<file path="src/rtl/traffic_pkg.sv">
// traffic_pkg
// Shared constants and types for the traffic light controller and its input
// stage (key_filter).
//   CLK_FREQ_HZ          system clock frequency (50 MHz)
//   DEFAULT_DEBOUNCE_CYC stable cycles needed to accept a new key level (20 ms)
//   DEFAULT_LONG_CYC     held-press duration for a long-press pulse (1 s)
//   key_state_e          per-key debounce state, KEY_UP = 0, KEY_DOWN = 1
//   cnt_width()          counter width needed to hold values up to max_cyc-1
package traffic_pkg;

  localparam int CLK_FREQ_HZ          = 50_000_000;
  localparam int DEFAULT_DEBOUNCE_CYC = 1_000_000;
  localparam int DEFAULT_LONG_CYC     = 50_000_000;

  typedef enum logic {
    KEY_UP   = 1'b0,
    KEY_DOWN = 1'b1
  } key_state_e;

  // A counter that must reach max_cyc-1 needs $clog2(max_cyc) bits; never
  // return zero so a degenerate configuration still elaborates.
  function automatic int cnt_width(input int max_cyc);
    return (max_cyc > 1) ? $clog2(max_cyc) : 1;
  endfunction

endpackage

</file>
<file path="src/rtl/key_debounce_one.sv">
// key_debounce_one
// One pushbutton: 2-flop synchroniser, two-state debounce FSM with a single
// counter, and registered one-cycle press/release (and optional long-press)
// pulses.
// Optional feature macro: KEY_FILTER_LONGPRESS_EN (long-press pulse).
// Ports:
//   clk_50m      in   system clock
//   rst          in   asynchronous reset, active-low
//   key_raw      in   raw pin, active-low, asynchronous to clk_50m
//   key_level    out  debounced level, active-low (registered)
//   key_press    out  one-cycle pulse when the level is accepted as 1->0
//   key_release  out  one-cycle pulse when the level is accepted as 0->1
//   key_long     out  one-cycle pulse after a long hold; 0 without the macro
module key_debounce_one
  import traffic_pkg::*;
#(
  parameter int DEBOUNCE_CYC = DEFAULT_DEBOUNCE_CYC,
  parameter int LONG_CYC     = DEFAULT_LONG_CYC
) (
  input  logic clk_50m,
  input  logic rst,
  input  logic key_raw,
  output logic key_level,
  output logic key_press,
  output logic key_release,
  output logic key_long
);

`ifdef KEY_FILTER_LONGPRESS_EN
  localparam int CNT_MAX = (LONG_CYC > DEBOUNCE_CYC) ? LONG_CYC : DEBOUNCE_CYC;
`else
  localparam int CNT_MAX = DEBOUNCE_CYC;
`endif
  localparam int               CNT_W    = cnt_width(CNT_MAX);
  localparam logic [CNT_W-1:0] DEB_LAST = CNT_W'(DEBOUNCE_CYC - 1);
`ifdef KEY_FILTER_LONGPRESS_EN
  localparam logic [CNT_W-1:0] LONG_LAST = CNT_W'(LONG_CYC - 1);
`endif

  // Reject configurations the counter scheme cannot honour.
  if (DEBOUNCE_CYC < 2 || LONG_CYC <= DEBOUNCE_CYC) begin : g_bad_cfg
    $error("key_debounce_one: need DEBOUNCE_CYC >= 2 and LONG_CYC > DEBOUNCE_CYC");
  end

  logic             sync_meta;
  logic             sync_q;
  key_state_e       state_q, state_d;
  logic [CNT_W-1:0] cnt_q, cnt_d;
  logic             press_q, press_d;
  logic             release_q, release_d;
`ifdef KEY_FILTER_LONGPRESS_EN
  logic             long_q, long_d;
  logic             long_done_q, long_done_d;
  logic             rel_phase_q, rel_phase_d;
`endif

  // Two-stage synchroniser; idles at 1 (released) so reset never looks like
  // a press.
  always_ff @(posedge clk_50m or negedge rst) begin
    if (!rst) begin
      sync_meta <= 1'b1;
      sync_q    <= 1'b1;
    end else begin
      sync_meta <= key_raw;
      sync_q    <= sync_meta;
    end
  end

  always_ff @(posedge clk_50m or negedge rst) begin
    if (!rst) begin
      state_q     <= KEY_UP;
      cnt_q       <= '0;
      press_q     <= 1'b0;
      release_q   <= 1'b0;
`ifdef KEY_FILTER_LONGPRESS_EN
      long_q      <= 1'b0;
      long_done_q <= 1'b0;
      rel_phase_q <= 1'b0;
`endif
    end else begin
      state_q     <= state_d;
      cnt_q       <= cnt_d;
      press_q     <= press_d;
      release_q   <= release_d;
`ifdef KEY_FILTER_LONGPRESS_EN
      long_q      <= long_d;
      long_done_q <= long_done_d;
      rel_phase_q <= rel_phase_d;
`endif
    end
  end

  // The counter counts consecutive samples that disagree with the current
  // level; any agreeing sample clears it, and a state change clears it too,
  // so it can never run past DEB_LAST in the plain build.
  always_comb begin
    state_d   = state_q;
    cnt_d     = cnt_q;
    press_d   = 1'b0;
    release_d = 1'b0;
`ifdef KEY_FILTER_LONGPRESS_EN
    long_d      = 1'b0;
    long_done_d = long_done_q;
    rel_phase_d = rel_phase_q;
`endif
    case (state_q)
      KEY_UP: begin
`ifdef KEY_FILTER_LONGPRESS_EN
        long_done_d = 1'b0;
        rel_phase_d = 1'b0;
`endif
        if (sync_q) begin
          cnt_d = '0;
        end else if (cnt_q == DEB_LAST) begin
          state_d = KEY_DOWN;
          cnt_d   = '0;
          press_d = 1'b1;
        end else begin
          cnt_d = cnt_q + CNT_W'(1);
        end
      end
      KEY_DOWN: begin
`ifdef KEY_FILTER_LONGPRESS_EN
        // While held the counter measures hold time and parks at LONG_LAST.
        // The first released sample restarts it as a debounce count of one,
        // so release latency does not depend on how long the key was held.
        if (!sync_q) begin
          rel_phase_d = 1'b0;
          if (rel_phase_q) begin
            cnt_d = '0;
          end else if (cnt_q == LONG_LAST) begin
            if (!long_done_q) begin
              long_d      = 1'b1;
              long_done_d = 1'b1;
            end
          end else begin
            cnt_d = cnt_q + CNT_W'(1);
          end
        end else begin
          rel_phase_d = 1'b1;
          if (!rel_phase_q) begin
            cnt_d = CNT_W'(1);
          end else if (cnt_q == DEB_LAST) begin
            state_d   = KEY_UP;
            cnt_d     = '0;
            release_d = 1'b1;
          end else begin
            cnt_d = cnt_q + CNT_W'(1);
          end
        end
`else
        if (!sync_q) begin
          cnt_d = '0;
        end else if (cnt_q == DEB_LAST) begin
          state_d   = KEY_UP;
          cnt_d     = '0;
          release_d = 1'b1;
        end else begin
          cnt_d = cnt_q + CNT_W'(1);
        end
`endif
      end
      default: begin
        state_d = KEY_UP;
        cnt_d   = '0;
      end
    endcase
  end

  assign key_level   = (state_q == KEY_UP);
  assign key_press   = press_q;
  assign key_release = release_q;
`ifdef KEY_FILTER_LONGPRESS_EN
  assign key_long    = long_q;
`else
  assign key_long    = 1'b0;
`endif

endmodule

</file>
<file path="src/rtl/key_filter.sv">
// key_filter
// Input stage for the traffic light controller: synchronises and debounces
// KEY_NUM active-low pushbuttons independently. key_level[i] drives the
// controller's rst(i+1) input.
// Optional feature macro: KEY_FILTER_LONGPRESS_EN (long-press pulse).
// Ports:
//   clk_50m      in   system clock, 50 MHz
//   rst          in   asynchronous reset, active-low
//   key_raw      in   [KEY_NUM] raw pins, active-low
//   key_level    out  [KEY_NUM] debounced levels, active-low
//   key_press    out  [KEY_NUM] one-cycle pulse on accepted press
//   key_release  out  [KEY_NUM] one-cycle pulse on accepted release
//   key_long     out  [KEY_NUM] one-cycle long-press pulse (0 without macro)
module key_filter
  import traffic_pkg::*;
#(
  parameter int KEY_NUM      = 4,
  parameter int DEBOUNCE_CYC = DEFAULT_DEBOUNCE_CYC,
  parameter int LONG_CYC     = DEFAULT_LONG_CYC
) (
  input  logic               clk_50m,
  input  logic               rst,
  input  logic [KEY_NUM-1:0] key_raw,
  output logic [KEY_NUM-1:0] key_level,
  output logic [KEY_NUM-1:0] key_press,
  output logic [KEY_NUM-1:0] key_release,
  output logic [KEY_NUM-1:0] key_long
);

  // Keys share nothing, so simultaneous events give simultaneous pulses.
  for (genvar i = 0; i < KEY_NUM; i++) begin : g_key
    key_debounce_one #(
      .DEBOUNCE_CYC(DEBOUNCE_CYC),
      .LONG_CYC    (LONG_CYC)
    ) u_key (
      .clk_50m    (clk_50m),
      .rst        (rst),
      .key_raw    (key_raw[i]),
      .key_level  (key_level[i]),
      .key_press  (key_press[i]),
      .key_release(key_release[i]),
      .key_long   (key_long[i])
    );
  end

endmodule

</file>
<file path="config.mk">
export PLATFORM = sky130hd
export DESIGN_NAME = key_filter
export DESIGN_NICKNAME = d
export VERILOG_FILES = /design/src/rtl/traffic_pkg.sv /design/src/rtl/key_debounce_one.sv /design/src/rtl/key_filter.sv
export SDC_FILE = /design/constraint.sdc
export NUM_CORES = 1
export LEC_CHECK = 0
export BUFFER_PORTS_ARGS = -buffer_cell sky130_fd_sc_hd__buf_2
export CAP_MARGIN = 20
export CORE_MARGIN = 2
export CORE_UTILIZATION = 61
export DETAILED_ROUTE_END_ITERATION = 7
export GPL_TIMING_DRIVEN = 0
export PLACE_DENSITY = 0.9
export SLEW_MARGIN = 20
export SYNTH_ARGS = -nofsm -noshare
export SYNTH_HDL_FRONTEND = slang
export SYNTH_SLANG_ARGS = --single-unit
</file>
<file path="constraint.sdc">
create_clock -name clk_50m -period 2.1 [get_ports clk_50m]
set_input_delay 0 -clock clk_50m [delete_from_list [all_inputs] [get_ports clk_50m]]
set_output_delay 0 -clock clk_50m [all_outputs]
set_load 0.02 [all_outputs]
</file>
==> results.sh, run 1 <==
export IMPL_layout_min_cycle_time_ps=2024
export IMPL_drc=0
export IMPL_required_ps=2390
export IMPL_synth_edf_count=0
export IMPL_synth_seq_area_share_pct=51.98
export IMPL_setup_viol=0
export IMPL_rows=32
export IMPL_p_int_w=0.002468
export IMPL_start_util_pct=62.87
export IMPL_grt_overflow_total=0
export IMPL_power_w=0.003292
export IMPL_timing_slew_headroom_pct=59.13
export IMPL_synthFlopType="dfrtp_1"
export IMPL_p_clk_share_pct=35.2
export IMPL_maxCapViolCount=0
export IMPL_synth_top_cell_area_share_pct=47.63
export IMPL_ant_nets=0
export IMPL_totalWireLength_um=9727
export IMPL_core_area_um2=7687
export IMPL_gp_congestion=0.8994
export IMPL_tightest_slew_ps=607.4
export IMPL_synth_cell_types=42
export IMPL_fin_util_pct=71.31
export IMPL_crit_fanout=8
export IMPL_antenna_found_initial=0
export IMPL_finalClockSkew_ps=15.89
export IMPL_fmax_mhz=494.0
export IMPL_drive_above_1_share_pct=17.38
export IMPL_cts_sinks=100
export IMPL_track_usage_pct=23.78
export IMPL_io_pins=22
export IMPL_switchingPower_w=0.0008232
export IMPL_postSynthCellCount=483
export IMPL_dr_pass1_iters=4
export IMPL_die_area_um2=8652
export IMPL_nFillCells=557
export IMPL_grt_max_degree=77
export IMPL_ir_drop_v=0.0005144
export IMPL_die_width_um=93.02
export IMPL_syn_area_per_cell_um2=10.01
export IMPL_cts_buffers=9
export IMPL_slew_viol_final=0
export IMPL_end_kind="register"
export IMPL_die_h_um=93.02
export IMPL_multi_input_area_um2=2197
export IMPL_antenna_cells=0
export IMPL_tritoncts="built"
export IMPL_worstHoldPathType="in -> async"
export IMPL_cp_arrival_ps=2320
export IMPL_p_seq_share_pct=60.3
export IMPL_seq_area_um2=2519
export IMPL_grt_pass1_wl_um=16400
export IMPL_areaGrowthSynthToFinish_pct=13.41
export IMPL_cts_root_buf="clkbuf_8"
export IMPL_combPwrFrac_pct=4.5
export IMPL_finalNetCount=540
export IMPL_port_buffers=17
export IMPL_power_density_nw_per_um2=600.5
export IMPL_htreeDepth=3
export IMPL_clockBufferDepth=2
export IMPL_hpwl_um=6534
export IMPL_crit_type="reg -> reg"
export IMPL_syn_area_um2=4833
export IMPL_ys_warn_count=0
export IMPL_switching_share_pct=25.01
export IMPL_drt_iter0_markers=188
export IMPL_clk_pin_slew_worst_paths_ps=110
export IMPL_vias_per_cell=5.981
export IMPL_finalHoldViolations=0
export IMPL_fin_crit_sh_pct=96.40
export IMPL_via_count=3810
export IMPL_synth_seq_cells=100
export IMPL_start_kind="register"
export IMPL_drt_wirelength_per_cell_um=15.27
export IMPL_yosys_area_top_type="dfrtp_1"
export IMPL_clk_latency_ps=370
export IMPL_async_reset_ff_share_pct=100.0
export IMPL_grt_pass1_vias=3688
export IMPL_netlist_top_cells_area="dfrtp_1, xnor2_1, nor2_1, dfstp_2, xor2_1"
export IMPL_status="finished, final reports clean"
export IMPL_leakagePower_nw=2.276
[cell usage in the layout, fill, tap and decap left out, drive strengths merged, types with 4 or more instances in the layout]
cell          n
and4          6
o21ai        15
nand2        31
nand3        36
buf          47
dfstp         8
nor3         11
a21oi        25
nor4         10
nor2         60
dfrtp        92
dlygate4sd3   5
nand4        17
conb          4
or3          13
xnor2        27
inv          13
clkbuf       18
and3         17
o31ai        13
or4          13
xor2         24
ha            4
[worst max-delay path, stage by stage (launching register included)]
cell	delay (ps)
dfrtp_1	460
nand3_4	140
or4_1	510
buf_2	170
or4b_1	510
a21oi_1	160
[synth_stat cells (3+ instances only)]
cell type  number
nand2_1        31
dfstp_2         8
xor2_1         24
o21ai_0        13
nand4_1        16
clkbuf_1        9
nand3_1        35
and3_1         17
or3_1          11
nand4b_1        3
or4_1          13
nor4_1         10
o31ai_1        11
dfrtp_1        92
buf_4          16
ha_1            4
nor4b_1         3
nor2_1         60
and4_1          6
nor3_1         11
mux2i_1         3
inv_1          10
a21oi_1        25
xnor2_1        27
[worst paths after layout]
path | from | end | slack [ps] | depth (start not counted)
worst min register to register | g_key[2].u_key.sync_meta | g_key[2].u_key.sync_q | 360 | 0
worst min-delay path | rst | g_key[2].u_key.cnt_q[10] | 50 | 2
worst max-delay path | g_key[3].u_key.cnt_q[8] | g_key[3].u_key.cnt_q[17] | 80 | 5
worst max register to register | g_key[3].u_key.cnt_q[8] | g_key[3].u_key.cnt_q[17] | 80 | 5
min in group clk_50m | key_raw[3] | g_key[3].u_key.sync_meta | 260 | 2
max in group asynchronous | rst | g_key[2].u_key.sync_meta | 1390 | 3
[state kept, by name, summed over array words and instances, names as in the netlist, named ones only]
name / count
g_key.u_key.sync_meta: 4
g_key.u_key.key_press: 4
g_key.u_key.key_release: 4
g_key.u_key.cnt_q: 80
g_key.u_key.sync_q: 4
[kinds of logic (layout without fill, tap and decap cells)]
kind of cell,Yosys count,in the layout,share of synthesized area (%)
buf+inv,37,86,4.168
mux,3,3,0.6213
other cells,1,4,0.07759
fa+ha+maj,4,4,1.036
compound gates,56,56,6.912
xor+xnor,51,51,9.242
flops,100,100,51.98
simple gates,231,231,25.96
[layout make-up]
cell class	instances	share of cell area, %
Multi-Input combinational cell	349	40.08
Timing Repair Buffer	34	4.588
Clock inverter	6	1.004
Tap cell	102	2.328
Sequential cell	100	45.95
Inverter	10	0.6848
Clock buffer	10	2.328
Buffer	26	3.036
[timing repair]
action	4_1_cts	5_1_grt
hold buffers	5	0
hold endpoints to repair	96	0
pin swaps	1	2
setup endpoints to repair	43	47
resized for setup	8	15
setup buffers	0	11
[metrics by stage]
stage / cells / hold WS, ps / cell area [um^2] / worst slack (ps) / setup TNS [ps]
final: 637 / 49.79 / 5482 / 75.66 / 0
after floorplan: 486 / -295.6 / 4845 / 155.6 / 0
after CTS: 627 / 50.06 / 5365 / 22.08 / 0
after global routing: 637 / 66.17 / 5482 / -37.93 / -306.4
after detailed placement: 606 / -122.9 / 5091 / -287.5 / -6500
after global placement: 605 / 104.5 / 5057 / -196.4 / -3858
[power by group through the flow]
stage	sequential [W]	clock, W	combinational, W
after CTS	0.00199	0.00118	0.000137
final	0.00198	0.00116	0.000148
after detailed placement	0.00202	0	0.000126
after global placement	0.00202	0	0.000115
after global routing	0.00199	0.00126	0.000171
after floorplan	0.00201	0	0.0000617
[routing by layer]
metal	GRT usage, %	vias up	share of wire (%)
li1	-	1802	-
met1	28.95	1893	43
met2	41.18	99	51
met3	6.205	16	4.3
met4	8.211	0	1.3
met5	0	-	0
No activity file was read; power rests on OpenSTA's default activity.
==> run 2: changes to the inputs <==
--- a/config.mk
+++ b/config.mk
@@ -8,10 +8,11 @@
 export BUFFER_PORTS_ARGS = -buffer_cell sky130_fd_sc_hd__buf_2
 export CAP_MARGIN = 20
 export CORE_MARGIN = 2
-export CORE_UTILIZATION = 61
+export CORE_UTILIZATION = 35
 export DETAILED_ROUTE_END_ITERATION = 7
 export GPL_TIMING_DRIVEN = 0
-export PLACE_DENSITY = 0.9
+export HOLD_SLACK_MARGIN = 0.15
+export PLACE_DENSITY = 0.61
 export SLEW_MARGIN = 20
 export SYNTH_ARGS = -nofsm -noshare
 export SYNTH_HDL_FRONTEND = slang
==> run 2 against run 1 <==
Effect of this change: count of clock-buffer cells in the layout increased by 1; register-to-register slack improved by 50 ps; via count decreased by 4.7%; combinational power about the same; non-clock buffer count fell by 6; cell area grew 3.3%; first-iteration DRC count grew 23%; sequential share of layout area shrank 1.4 points; global-route usage fell by 9.5 points; final cell count increased by 11%; largest cell class unchanged.
==> results.sh, run 2 (same netlist as run 1, synthesis figures left out) <==
export IMPL_grt_pass1_vias=3622
export IMPL_most_common_layout_cells="dfrtp_1, nor2_1, nand3_1"
export IMPL_hpwl_um=6392
export IMPL_htreeDepth=3
export IMPL_grt_pass1_wl_um=16890
export IMPL_finalClockSkew_ps=8.390
export IMPL_cts_root_buf="clkbuf_16"
export IMPL_crit_fanout=8
export IMPL_dr_pass1_iters=4
export IMPL_rows=42
export IMPL_areaGrowthSynthToFinish_pct=17.14
export IMPL_ant_nets=0
export IMPL_cts_sinks=100
export IMPL_port_buffers=17
export IMPL_antenna_cells=0
export IMPL_finalHoldViolations=0
export IMPL_worstHoldPathType="in -> async"
export IMPL_layout_min_cycle_time_ps=1979
export IMPL_drive_above_1_share_pct=16.45
export IMPL_power_density_nw_per_um2=674.3
export IMPL_drt_iter0_markers=231
export IMPL_start_util_pct=36.21
export IMPL_setup_worst_path_start="g_key[3].u_key.cnt_q[11]"
export IMPL_stdcell_count=705
export IMPL_die_h_um=121.5
export IMPL_core_area_um2=13350
export IMPL_setup_viol=0
export IMPL_vias_per_cell=5.149
export IMPL_regMostFlops="g_key.u_key.cnt_q"
export IMPL_end_kind="register"
export IMPL_largest_reg_flops=80
export IMPL_totalWireLength_um=9507
export IMPL_clk_latency_ps=350
export IMPL_timing_slew_headroom_pct=38.13
export IMPL_tritoncts="built"
export IMPL_ir_drop_v=0.0004347
export IMPL_antenna_found_initial=0
export IMPL_cts_buffers=9
export IMPL_fin_crit_sh_pct=94.25
export IMPL_die_width_um=121.5
export IMPL_fmax_mhz=505.2
export IMPL_clockBufferDepth=2
export IMPL_tightest_slew_ps=925.0
export IMPL_final_common_cell="dfrtp_1"
export IMPL_clk_pin_slew_worst_paths_ps=70
export IMPL_gp_congestion=0.8122
export IMPL_grt_overflow_total=0
export IMPL_nFillCells=1302
export IMPL_status="finished, final reports clean"
export IMPL_dp_cells=680
export IMPL_cp_arrival_ps=2240
export IMPL_die_area_um2=14770
export IMPL_track_usage_pct=14.32
export IMPL_slew_viol_final=0
export IMPL_r2r_start="g_key[3].u_key.cnt_q[11]"
export IMPL_via_count=3630
export IMPL_start_kind="register"
export IMPL_leakagePower_nw=2.293
export IMPL_finalNetCount=534
export IMPL_timing_hold_ws_ps=216.0
export IMPL_drt_wirelength_per_cell_um=13.49
export IMPL_drc=0
export IMPL_maxCapViolCount=0
export IMPL_grt_max_degree=60
export IMPL_power_w=0.003817
export IMPL_crit_type="reg -> reg"
export IMPL_io_pins=22
export IMPL_fin_util_pct=42.42
export IMPL_required_ps=2370
## run 2: final timing paths
kind / to / slack [ps] / cells past startpoint
min reg2reg: g_key[3].u_key.sync_q / 360 / 0
min in group clk_50m: g_key[2].u_key.sync_meta / 290 / 2
max in group asynchronous: g_key[3].u_key.cnt_q[9] / 530 / 3
min: g_key[1].u_key.sync_q / 220 / 2
max: g_key[3].u_key.cnt_q[19] / 120 / 5
max reg2reg: g_key[3].u_key.cnt_q[19] / 120 / 5
## run 2: power by group
group          switching [W]  total [W]  internal [W]
registers          0.0000268    0.00199       0.00196
clock network       0.000723    0.00168      0.000961
logic              0.0000947   0.000149     0.0000540
## run 2: per-layer routing
metal / global-route usage [%] / up-vias / wire [um]
li1: - / 1795 / -
met1: 18.24 / 1768 / 4474
met2: 23.46 / 57 / 4492
met3: 3.853 / 10 / 382
met4: 5.172 / 0 / 157
met5: 0 / - / 0
## run 2: metrics by stage
step / TNS (ps) / setup WS (ps) / area (um^2)
2_1_floorplan: 0 / 155.6 / 4845
3_3_place_gp: -9571 / -284.4 / 5150
3_5_place_dp: -8697 / -321.3 / 5184
4_1_cts: 0 / 8.984 / 5605
5_1_grt: -21.24 / -18.64 / 5662
6_report: 0 / 120.7 / 5662
## run 2: cell type report
cell class | count | area, um^2 | area share [%]
multi-input cells | 349 | 2205 | 38.94
repair buffers | 28 | 211.5 | 3.735
flip-flops and latches | 100 | 2521 | 44.53
clock inverters | 5 | 60.06 | 1.061
clock buffers | 11 | 242.7 | 4.287
plain buffers | 26 | 163.9 | 2.895
inverters | 10 | 37.54 | 0.6630
well taps | 176 | 220.2 | 3.889
## run 2: repair_timing
| action | CTS | global route |
|---|---|---|
| hold buffers | 7 | 0 |
| resized for setup | 8 | 16 |
| setup endpoints to repair | 45 | 48 |
| gates cloned | 0 | 0 |
| hold endpoints to repair | 100 | 0 |
| setup buffers | 1 | 2 |
| pin swaps | 1 | 2 |
## run 2: worst max-delay path, cell delays in order, from the launching register on
cell,delay (ps)
dfrtp_2,430
nand4_4,150
or4_1,490
buf_2,170
or4_1,470
a21oi_1,180
